<file path="config.mk">
export PLATFORM = sky130hd
export DESIGN_NAME = morse_keyer
export DESIGN_NICKNAME = d
export VERILOG_FILES = /design/src/rtl/morse_keyer.sv
export SDC_FILE = /design/constraint.sdc
export NUM_CORES = 1
export LEC_CHECK = 0
export CAP_MARGIN = 10
export CORE_UTILIZATION = 30
export DETAILED_ROUTE_END_ITERATION = 16
export PLACE_DENSITY = 0.54
export REMOVE_ABC_BUFFERS = 1
export SLEW_MARGIN = 20
export SYNTH_ARGS = -nofsm -noshare
export SYNTH_HDL_FRONTEND = slang
export SYNTH_SLANG_ARGS = --single-unit
</file>
<file path="constraint.sdc">
create_clock -name clk -period 5.5 [get_ports clk]
set_input_delay 1.1 -clock clk [delete_from_list [all_inputs] [get_ports clk]]
set_output_delay 1.1 -clock clk [all_outputs]
set_load 0.01 [all_outputs]
</file>
<file path="src/rtl/morse_keyer.sv">
// -----------------------------------------------------------------------------
// morse_keyer
//   Keys one Morse letter per start handshake onto a single LED using ITU
//   element timing. The dot is 1 unit, the dash is 3 units, the gap between
//   elements is 1 unit, the trailing letter gap is 3 units and the word space
//   is 7 units. One unit is UNIT_CYCLES >> speed_sel clock cycles, and is at
//   least 1 cycle. When repeat_en is high at the end of the trailing gap, the
//   latched letter is keyed again.
//
// Ports
//   clk        in   system clock, rising edge
//   rst_n      in   asynchronous active-low reset
//   start      in   request, accepted only while ready=1
//   sym_bits   in   element k = sym_bits[k], LSB first; 0=dot, 1=dash
//   sym_len    in   element count, clamped to MAX_SYMS; 0 = word space
//   speed_sel  in   unit divider exponent
//   repeat_en  in   loop the latched letter, sampled at the end of each gap
//   ready      out  idle, so start is accepted this cycle
//   busy       out  a letter is in progress
//   done       out  1-cycle pulse in the first cycle after a letter's gap
//   LED        out  keyed output, 1 = mark
// -----------------------------------------------------------------------------
module morse_keyer #(
  parameter int UNIT_CYCLES = 12_500_000,
  parameter int MAX_SYMS    = 6,
  parameter int CNT_W       = 32,
  parameter int LEN_W       = $clog2(MAX_SYMS + 1)
) (
  input  logic                clk,
  input  logic                rst_n,
  input  logic                start,
  input  logic [MAX_SYMS-1:0] sym_bits,
  input  logic [LEN_W-1:0]    sym_len,
  input  logic [1:0]          speed_sel,
  input  logic                repeat_en,
  output logic                ready,
  output logic                busy,
  output logic                done,
  output logic                LED
);

  typedef enum logic [2:0] {
    IDLE = 3'd0,
    MARK = 3'd1,
    EGAP = 3'd2,
    LGAP = 3'd3,
    WGAP = 3'd4
  } state_t;

  state_t              state_reg, state_next;
  logic [CNT_W-1:0]    cnt_reg, cnt_next;
  logic [CNT_W-1:0]    unit_reg, unit_next;
  logic [LEN_W-1:0]    elem_idx_reg, elem_idx_next;
  logic [LEN_W-1:0]    len_reg, len_next;
  logic [MAX_SYMS-1:0] bits_reg, bits_next;
  logic                led_reg, led_next;
  logic                done_reg, done_next;

  // Unit length selected at accept time. It is never allowed to reach zero.
  logic [CNT_W-1:0]    unit_shift;
  logic [CNT_W-1:0]    unit_sel;
  logic [LEN_W-1:0]    len_clamped;

  assign unit_shift  = CNT_W'(UNIT_CYCLES) >> speed_sel;
  assign unit_sel    = (unit_shift == '0) ? CNT_W'(1) : unit_shift;
  assign len_clamped = (sym_len > LEN_W'(MAX_SYMS)) ? LEN_W'(MAX_SYMS) : sym_len;

  // Current element and the duration of the current phase.
  logic [MAX_SYMS-1:0] bits_shifted;
  logic                cur_dash;
  logic [CNT_W-1:0]    unit_x3;
  logic [CNT_W-1:0]    unit_x7;
  logic [CNT_W-1:0]    phase_dur;
  logic                phase_end;
  logic                more_elems;

  assign bits_shifted = bits_reg >> elem_idx_reg;
  assign cur_dash     = bits_shifted[0];
  assign unit_x3      = (unit_reg << 1) + unit_reg;
  assign unit_x7      = (unit_reg << 3) - unit_reg;
  assign phase_end    = (cnt_reg == phase_dur - CNT_W'(1));
  assign more_elems   = ((elem_idx_reg + LEN_W'(1)) < len_reg);

  always_comb begin
    phase_dur = unit_reg;
    case (state_reg)
      MARK:    phase_dur = cur_dash ? unit_x3 : unit_reg;
      EGAP:    phase_dur = unit_reg;
      LGAP:    phase_dur = unit_x3;
      WGAP:    phase_dur = unit_x7;
      default: phase_dur = unit_reg;
    endcase
  end

  always_ff @(posedge clk or negedge rst_n) begin
    if (!rst_n) begin
      state_reg    <= IDLE;
      cnt_reg      <= '0;
      unit_reg     <= '0;
      elem_idx_reg <= '0;
      len_reg      <= '0;
      bits_reg     <= '0;
      led_reg      <= 1'b0;
      done_reg     <= 1'b0;
    end else begin
      state_reg    <= state_next;
      cnt_reg      <= cnt_next;
      unit_reg     <= unit_next;
      elem_idx_reg <= elem_idx_next;
      len_reg      <= len_next;
      bits_reg     <= bits_next;
      led_reg      <= led_next;
      done_reg     <= done_next;
    end
  end

  always_comb begin
    state_next    = state_reg;
    cnt_next      = cnt_reg + CNT_W'(1);
    unit_next     = unit_reg;
    elem_idx_next = elem_idx_reg;
    len_next      = len_reg;
    bits_next     = bits_reg;
    done_next     = 1'b0;

    case (state_reg)
      IDLE: begin
        cnt_next = '0;
        if (start) begin
          bits_next     = sym_bits;
          len_next      = len_clamped;
          unit_next     = unit_sel;
          elem_idx_next = '0;
          state_next    = (len_clamped != '0) ? MARK : WGAP;
        end
      end
      MARK: begin
        if (phase_end) begin
          cnt_next   = '0;
          state_next = more_elems ? EGAP : LGAP;
        end
      end
      EGAP: begin
        if (phase_end) begin
          cnt_next      = '0;
          elem_idx_next = elem_idx_reg + LEN_W'(1);
          state_next    = MARK;
        end
      end
      LGAP, WGAP: begin
        if (phase_end) begin
          cnt_next      = '0;
          done_next     = 1'b1;
          elem_idx_next = '0;
          if (repeat_en) begin
            state_next = (len_reg != '0) ? MARK : WGAP;
          end else begin
            state_next = IDLE;
          end
        end
      end
      default: begin
        cnt_next   = '0;
        state_next = IDLE;
      end
    endcase

    // The LED register follows the next state, so it is high for exactly the MARK cycles.
    led_next = (state_next == MARK);
  end

  assign ready = (state_reg == IDLE);
  assign busy  = (state_reg != IDLE);
  assign done  = done_reg;
  assign LED   = led_reg;

endmodule

</file>
==> impl_metrics.sql <==
INSERT INTO impl_metrics (metric_group, metric, value, unit) VALUES
('status', 'run_status', 'finished clean', ''),
('setup_path', 'critical-path-max-stage-delay', '0.52', 'ns'),
('drt', 'met3_wirelength', '1010', 'um'),
('final_layout', 'num_antenna_cells', '0', ''),
('setup_path', 'path_cells', 'buf_4 > ha_1 > a211oi_1 > o31a_1 > o221ai_1 > xor2_1 > a211o_1 > nand3b_4 > or3_1 > or4_1 > a21oi_1 > o21ai_0 > nor4_2 > buf_4 > a31oi_1 > mux2_2', ''),
('power_and_ir_drop', 'power_density', '132', 'nW/um^2'),
('sta', 'post-route-period-util', '0.959', ''),
('setup_path', 'number_of_buffers_and_inverters_on_the_critical_path', '2', ''),
('sta', 'finalHoldWorstSlack', '0.469', 'ns'),
('min_path', 'worst_hold_path_type', 'register to register', ''),
('sta', 'final-hold-violation-count', '0', ''),
('final_layout', 'multi_input_comb_area', '5210', 'um^2'),
('logic_synthesis', 'ys.warnings.count', '0', ''),
('final_layout', 'mostFrequentLayoutCells', 'nor2_1 (100), nand2_1 (94), dfrtp_1 (60)', ''),
('placed_design', 'dp.cells', '1241', ''),
('sta', 'finalCriticalPeriod', '5.27', 'ns'),
('setup_path', 'crit_required', '5.72', 'ns'),
('sta', 'clock_skew', '0.0141', 'ns'),
('setup_path', 'timing.critical_path.slowest_stage_cell', 'a211oi_1', ''),
('clock_network', 'worst_setup_hold_path_clk_slew', '0.06', 'ns'),
('logic_synthesis', 'count_of_flip_flops_with_a_built_in_enable_after_synthesis', '0', ''),
('final_layout', 'layout-area-overhead-vs-synth', '14.1', '%'),
('floorplanning', 'number_of_i_o_pins', '19', ''),
('floorplanning', 'floorplan.die.width', '155', 'um'),
('clock_network', 'ctsLongestPathBuffers', '2', ''),
('drt', 'first_pass_iters', '8', ''),
('floorplanning', 'design.die.area', '24000', 'um^2'),
('drt', 'detailed_route_wire_length_on_metal_1', '10800', 'um'),
('global_routing', 'grt_start_max_net_pins', '62', ''),
('global_routing', 'grt_remaining_overflow', '0', ''),
('placed_design', 'hpwl', '17900', 'um'),
('clock_network', 'postCtsHoldBufs', '0', ''),
('global_routing', 'first_pass_grt_wire_length', '37200', 'um'),
('setup_path', 'critPathTopFamily', 'compound AO/OA/AOI/OAI gates', ''),
('final_layout', 'most_common_library_cell_in_the_layout_ignoring_fill_and_taps', 'nor2_1', ''),
('sta', 'max_freq', '190', 'MHz'),
('drt', 'routed_via_density', '5.60', ''),
('clock_network', 'ctsHtreeMaxLevel', '3', ''),
('drt', 'dr_drc_count', '0', ''),
('logic_synthesis', 'postSynthCellCount', '921', ''),
('logic_synthesis', 'dominantRegCellSynth', 'dfrtp_1', ''),
('clock_network', 'cts_setup_buffers', '0', ''),
('clock_network', 'clock-root-buffer', 'clkbuf_16', ''),
('setup_path', 'cp_common_cell', 'buf_4', ''),
('logic_synthesis', 'synth_cell_types', '82', ''),
('sta', 'setup_violations', '0', ''),
('final_layout', 'layout-drive-gt1-share', '0.0837', ''),
('drt', 'dr.max_layer_used', 'met4', ''),
('global_routing', 'grt_pass1_vias', '6771', ''),
('global_routing', 'grt_antenna_before_repair', '0', ''),
('sta', 'worst_slew_margin_rel', '0.428', ''),
('floorplanning', 'core', '22800', 'um^2'),
('placed_design', 'placement.io_buffers', '18', ''),
('logic_synthesis', 'postSynthAreaPerCell', '7.63', 'um^2'),
('placed_design', 'globalplace.congestion', '0.910', ''),
('clock_network', 'clock_sinks', '61', ''),
('sta', 'final_max_slew_viol_count', '0', ''),
('run', 'max-cap-violations', '0', ''),
('drt', 'detailroute.via_count', '7037', ''),
('floorplanning', 'std_cell_rows', '55', ''),
('final_layout', 'seq_area', '1530', 'um^2'),
('logic_synthesis', 'register_area_share_after_synthesis', '0.217', ''),
('sta', 'setup_tns', '0', 'ns'),
('setup_path', 'setup.worst_path.end_class', 'register', ''),
('global_routing', 'track_usage', '0.199', ''),
('clock_network', 'cts_tree', 'built', ''),
('logic_synthesis', 'synthesis_stage_register_bit_count', '61', ''),
('drt', 'routedWlPerCell', '18.4', 'um'),
('final_layout', 'largest_register_ffs', '32', ''),
('sta', 'grt_setup_unrepaired', 'true', ''),
('logic_synthesis', 'synth_area', '7030', 'um^2');
worst paths after layout:
check	start	to	slack, ns	cells after the start
worst max-delay path	unit_reg[22]	elem_idx_reg[0]	0.23	16
worst min-delay path	bits_reg[5]	bits_reg[5]	0.47	2
worst min register to register	bits_reg[5]	bits_reg[5]	0.47	2
min in group asynchronous	rst_n	unit_reg[21]	0.88	2
worst max register to register	unit_reg[22]	elem_idx_reg[0]	0.23	16
max in group asynchronous	rst_n	bits_reg[1]	3.98	2
power by group:
part / leakage, nW / switching, mW / total [mW] / internal [mW]
combinational: 2.55 / 0.0123 / 0.0215 / 0.00920
clock: 0.143 / 0.225 / 0.587 / 0.362
sequential: 0.759 / 0 / 0.449 / 0.449
total: 3.45 / 0.237 / 1.06 / 0.820
metal layers:
layer	track usage	vias to the layer above
met5	0	-
met4	0.0844	0
met3	0.0301	49
met2	0.316	189
met1	0.268	3350
li1	-	3449
timing repair:
item | in CTS | in global routing
cloned | 0 | 0
setup endpoints to repair | 1 | 38
resized for setup | 1 | 8
cells in the mapped netlist, types with 4 or more instances:
library cell,number,area (um^2)
nand2b_1,9,56.3
nand3_1,32,160
clkbuf_1,38,143
buf_4,5,37.5
nor2_1,100,375
a211oi_1,12,90.1
a21oi_1,47,235
and2_1,10,62.6
xnor2_1,47,412
a31oi_1,14,87.6
nor3_1,35,175
mux2i_1,14,140
o2111ai_1,7,61.3
o22ai_1,6,37.5
ha_1,43,538
and4_1,4,35.0
nor2b_1,8,50.1
nand2_1,94,353
and3_1,18,113
inv_1,35,131
nand4_1,23,144
dfrtp_1,61,1530
or2_2,4,25.0
or4_1,7,52.6
a211o_1,6,52.6
o211ai_1,16,120
a21boi_0,6,45.0
a311oi_1,5,43.8
xor2_1,30,263
a21o_1,18,135
o21ai_0,36,180
nor4_1,8,50.1
nor3b_1,4,30.0
o21a_1,12,90.1
o31ai_1,7,52.6
or3_1,11,68.8
a221o_1,5,50.1
nand3b_1,4,30.0
through the flow:
stage,worst slack (ns),util,power [mW],instance area [um^2]
after global routing,-0.00241,0.352,1.09,8020
after floorplan,-0.193,-,0.458,6820
final,0.227,0.352,1.06,8020
after detailed placement,0.0330,0.337,0.480,7680
after CTS,0.184,0.350,1.07,7980
after global placement,-0.0249,0.337,0.480,7680
cell families (layout without fill, tap and decap cells):
group / after synthesis / in the layout / share of synthesized area
AO/OA/AOI/OAI: 247 / 247 / 0.248
XOR/XNOR: 77 / 77 / 0.0960
adder cells (fa/ha/maj): 45 / 45 / 0.0823
buffers and inverters: 83 / 106 / 0.0475
flip-flops: 61 / 61 / 0.217
multiplexers: 18 / 18 / 0.0264
AND/OR/NAND/NOR: 390 / 390 / 0.282
worst min-delay path, stage by stage (launching register included):
cell and delay [ns]:
dfrtp_1 0.34, nand2_1 0.05, nand2_1 0.05
cell type report:
| type | instances | area share |
|---|---|---|
| Clock buffer | 12 | 0.0307 |
| Clock inverter | 4 | 0.00593 |
| Inverter | 35 | 0.0164 |
| Multi-Input combinational cell | 777 | 0.650 |
| Sequential cell | 61 | 0.191 |
| Tap cell | 313 | 0.0488 |
| Timing Repair Buffer | 55 | 0.0581 |
No activity file was read; power rests on OpenSTA's default activity.
